===== config.mk =====
export PLATFORM = sky130hd
export DESIGN_NAME = fetch_stage
export DESIGN_NICKNAME = d
export VERILOG_FILES = /design/src/rtl/fetch_stage.sv
export SDC_FILE = /design/constraint.sdc
export NUM_CORES = 1
export LEC_CHECK = 0
export ABC_CLOCK_PERIOD_IN_PS = 6900
export BUFFER_PORTS_ARGS = -buffer_cell sky130_fd_sc_hd__buf_4
export CORE_UTILIZATION = 45
export DETAILED_ROUTE_END_ITERATION = 8
export PLACE_DENSITY = 0.74
export RECOVER_POWER = 25
export SYNTH_ARGS = -nofsm -noshare
export SYNTH_HDL_FRONTEND = slang
export SYNTH_SLANG_ARGS = --single-unit

===== constraint.sdc =====
create_clock -name clk -period 6.9 [get_ports clk]
set_input_delay 0.345 -clock clk [delete_from_list [all_inputs] [get_ports clk]]
set_output_delay 0.345 -clock clk [all_outputs]
set_load 0.005 [all_outputs]

===== src/rtl/fetch_stage.sv =====
// fetch_stage: RV32I instruction-fetch stage with the IF/ID pipeline register.
// Holds the fetch PC, drives the instruction memory address combinationally,
// and registers the fetched word, its PC and PC+4 into the decode stage.
module fetch_stage #(
  parameter logic [31:0] RESET_PC  = 32'h0000_0000,
  parameter logic [31:0] NOP_INSTR = 32'h0000_0013
) (
  input  logic        clk,
  input  logic        reset,
  input  logic        stall_f,
  input  logic        stall_d,
  input  logic        flush_d,
  input  logic        pc_src_e,
  input  logic [31:0] pc_target_e,
  output logic [31:0] imem_addr,
  input  logic [31:0] imem_rdata,
  output logic [31:0] pc_f,
  output logic [31:0] instr_d,
  output logic [6:0]  op_d,
  output logic [31:0] pc_d,
  output logic [31:0] pc_plus4_d,
  output logic        valid_d,
  output logic [31:0] fetch_cnt
);

  logic [31:0] r_pc_f;
  logic [31:0] r_instr_d;
  logic [31:0] r_pc_d;
  logic [31:0] r_pc_plus4_d;
  logic        r_valid_d;
  logic [31:0] r_fetch_cnt;

  logic [31:0] w_pc_plus4_f;
  logic [31:0] w_pc_next;
  logic        w_load_d;
  logic        w_unused_tgt_lsb;

  // The low two target bits are forced to zero, so they are never consumed.
  assign w_unused_tgt_lsb = &{1'b0, pc_target_e[1:0]};

  assign w_pc_plus4_f = r_pc_f + 32'd4;

  // A new instruction enters decode only when neither flushed nor stalled.
  assign w_load_d = ~flush_d & ~stall_d;

  // Next fetch PC: redirect beats stall, otherwise sequential (wrapping) fetch.
  always_comb begin
    w_pc_next = w_pc_plus4_f;
    if (pc_src_e) begin
      w_pc_next = {pc_target_e[31:2], 2'b00};
    end else if (stall_f) begin
      w_pc_next = r_pc_f;
    end
  end

  // PC register; reset discards any pending redirect.
  always_ff @(posedge clk) begin
    if (reset) begin
      r_pc_f <= RESET_PC;
    end else begin
      r_pc_f <= w_pc_next;
    end
  end

  // IF/ID register: reset and flush insert a bubble, stall holds, else load.
  always_ff @(posedge clk) begin
    if (reset || flush_d) begin
      r_instr_d    <= NOP_INSTR;
      r_pc_d       <= 32'd0;
      r_pc_plus4_d <= 32'd0;
      r_valid_d    <= 1'b0;
    end else if (!stall_d) begin
      r_instr_d    <= imem_rdata;
      r_pc_d       <= r_pc_f;
      r_pc_plus4_d <= w_pc_plus4_f;
      r_valid_d    <= 1'b1;
    end
  end

  // Count real instructions loaded into decode (wraps naturally at 2^32).
  always_ff @(posedge clk) begin
    if (reset) begin
      r_fetch_cnt <= 32'd0;
    end else if (w_load_d) begin
      r_fetch_cnt <= r_fetch_cnt + 32'd1;
    end
  end

  assign imem_addr  = r_pc_f;
  assign pc_f       = r_pc_f;
  assign instr_d    = r_instr_d;
  assign op_d       = r_instr_d[6:0];
  assign pc_d       = r_pc_d;
  assign pc_plus4_d = r_pc_plus4_d;
  assign valid_d    = r_valid_d;
  assign fetch_cnt  = r_fetch_cnt;

endmodule


==> qor.yml <==
status: "finished with violations"
failed_checks: "capacitance limit, slew limit"
cts_hold_buffers: 0
drc_errors: 0
r2r_cells: 6
holdPathStages: 3
h-tree-depth: 4
fin_skew_ps: 6.17
sw_frac_of_total_pct: 22.9
slowest_stage: "or4_4"
vias: 6127
initial_core_util_pct: 46.4
syn2layout_area_growth_pct: 31.5
worst_hold_slack_ps: 134
ios: 270
hold_viol: 0
fmax_mhz: 376
cts_tree: "built"
setup_viol: 0
root_buffer: "clkbuf_16"
grt_pass1_vias: 5669
grt_pass1_wl_um: 29500
avgRoutedWirePerCell_um: 15.5
io_buffers: 259
clkPwrFrac_pct: 45.1
worstPathMaxFanout: 10
fill_cells: 1437
dieArea_sq_um: 16300
rsz0062_at_grt: "false"
placed_cell_area_sq_um: 8800
criticalPathCategory: "register to register"
ir_worst_vdd_mv: 0.172
worst_slew_pin_slew_ps: 1710
final_util_pct: 61.0
cts_buffer_depth: 2
start_kind: "register"
grt_max_degree: 71
period_share_pct: 38.5
maxCapViolations: 1
power_mw: 2.14
wl_um: 18900
slew_violations: 26
power_density_nw_per_um2: 229
antenna_cells: 0
die_w_um: 128
maxSlewHeadroom_pct: -14.1
drt_iter0_drc: 269
critPathMaxStageDelay_ps: 690
yosysWarnings: 0
required_ps: 7180
synth_ff_type: "dfxtp_1"
synth_cell_types: 46
cts.clk_slew.worst_paths_ps: 60
place.gp.congestion: 0.812
cts_resized: 0
drive_gt1_share_pct: 28.3
viasPerCell: 5.03
postCtsSetupBuffers: 0
avgSynthCellArea_sq_um: 8.76
period_needed_ps: 2660
cts.sinks: 155
p_switching_mw: 0.491
rows: 45
hold_class: "input port to register"
path_cells: "ha_1 -> nand3_1 -> or4_4 -> nor4_4 -> mux2i_1 -> o21ai_0"
final_nets: 1069
synth_edf_count: 0
overflow: 0
ant_nets: 0
p_int_mw: 1.65
finalSetupTns_ps: 0
worst_setup_path_end_kind: "register"
seqPwrFrac_pct: 45.2
ys_seq_area_share_pct: 43.7
arrival_ps: 2930
numCtsBuffers: 17
place.detailed.hpwl_um: 12800
power_frac_comb_pct: 9.7
die_y_um: 128
syn_inst: 811
core_area_sq_um: 15300
async_flop_share_pct: 0
syn-cell-area_sq_um: 7100
p_leak_nw: 3.91
antenna_found_initial: 0
grtUsageTotal_pct: 23.2
dr.pass1.iters: 5
synth_seq_cells: 155
clock_insertion_delay_worst_skew_ps: 430
fin_area_sq_um: 9340
worst paths after layout:
check	start	to	slack, ps
setup / recovery	imem_addr[2]$_SDFFE_PP0P_	imem_addr[26]$_SDFFE_PP0P_	4240
hold / removal	imem_rdata[0]	instr_d[0]$_SDFFE_PP1N_	130
setup reg to reg	imem_addr[2]$_SDFFE_PP0P_	imem_addr[26]$_SDFFE_PP0P_	4240
hold reg to reg	valid_d$_SDFFE_PP0N_	valid_d$_SDFFE_PP0N_	470
sequential cells by signal, summed over array words and instances, names as in the netlist:
signal,cells
fetch_cnt,32
instr_d,32
imem_addr,30
pc_d,30
pc_plus4_d,30
valid_d,1
cells in the mapped netlist, types with 5 or more instances:
| cell type | n | area, sq um |
|---|---|---|
| dfxtp_1 | 155 | 3100 |
| nor2_1 | 147 | 552 |
| mux2i_1 | 68 | 681 |
| xnor2_1 | 55 | 482 |
| buf_4 | 46 | 345 |
| clkbuf_1 | 40 | 150 |
| a21oi_1 | 39 | 195 |
| nand2_1 | 37 | 139 |
| o21ai_0 | 29 | 145 |
| nor3_1 | 27 | 135 |
| xor2_1 | 20 | 175 |
| a211oi_1 | 18 | 135 |
| nand3_1 | 17 | 85.1 |
| buf_1 | 12 | 45.0 |
| nand4_1 | 12 | 75.1 |
| nor4_1 | 12 | 75.1 |
| and4_1 | 10 | 87.6 |
| or3_1 | 10 | 62.6 |
| inv_1 | 9 | 33.8 |
| and3_1 | 5 | 31.3 |
layer usage:
metal | track usage [%] | up-vias | wire, um
met5 | 0 | - | 0
met4 | 9.83 | 0 | 385
met3 | 6.24 | 27 | 1180
met2 | 39.3 | 176 | 9170
met1 | 27.8 | 2845 | 8130
li1 | - | 3079 | -
power by group through the flow:
stage | Clock (mW) | Combinational, mW | Sequential, mW
6_report | 0.965 | 0.208 | 0.967
5_1_grt | 1.02 | 0.228 | 0.972
4_1_cts | 0.982 | 0.212 | 0.968
3_5_place_dp | 0 | 0.211 | 0.987
3_3_place_gp | 0 | 0.209 | 0.986
2_1_floorplan | 0 | 0.131 | 0.970
metrics by stage:
step                      instances  setup WS, ps
after floorplan                 818          4640
after global placement         1189          4310
after detailed placement       1189          4250
after CTS                      1219          4240
after global routing           1219          4070
final                          1219          4240
cells by family (layout without fill, tap and decap cells):
| family | after synthesis | count (layout) | synth area share, % |
|---|---|---|---|
| and+or+nand+nor | 300 | 300 | 20.6 |
| DFF | 155 | 155 | 43.7 |
| buffers and inverters | 114 | 304 | 8.65 |
| AOI/OAI and AO/OA | 96 | 96 | 7.81 |
| xor gates and xnor gates | 75 | 75 | 9.25 |
| muxes | 68 | 68 | 9.58 |
| adders and majority gates | 2 | 2 | 0.352 |
| other | 1 | 8 | 0.0528 |
worst max-delay path, delay by kind of cell (launching register included):
kind	cells	cell delay [ps]
adder cells (fa/ha/maj)	1	320
flip-flops	1	510
multiplexers	1	210
AO/OA/AOI/OAI	1	90
AND/OR/NAND/NOR	3	1370
placed cells by master, fill, tap and decap left out, types with 3 or more instances in the layout:
cell type / Yosys / routed
inv_1: 9 / 9
clkinv_2: 0 / 3
nor4_1: 12 / 12
mux2i_1: 68 / 68
nand4_1: 12 / 12
clkbuf_4: 0 / 65
clkbuf_8: 0 / 5
nor2b_1: 3 / 3
o21ai_0: 29 / 29
or2_2: 3 / 3
nand3_1: 17 / 17
a311oi_1: 3 / 3
buf_4: 46 / 181
and2_1: 4 / 4
bufinv_16: 0 / 3
or3_1: 10 / 10
xor2_1: 20 / 20
and4_1: 10 / 10
nor2_1: 147 / 147
xnor2_1: 55 / 55
conb_1: 1 / 8
and3_1: 5 / 5
clkbuf_16: 0 / 17
a21oi_1: 39 / 39
clkbuf_1: 40 / 19
nand2_1: 37 / 37
dfxtp_1: 155 / 155
a211oi_1: 18 / 18
nor3_1: 27 / 27
layout make-up:
class	instances	area, sq um	area share, %
Clock buffer	23	498	5.33
Multi-Input combinational cell	549	3410	36.5
Sequential cell	155	3100	33.2
Clock inverter	7	113	1.21
Inverter	10	37.5	0.402
Tap cell	211	264	2.83
Timing Repair Buffer	264	1910	20.5
No activity file was read; power rests on OpenSTA's default activity.
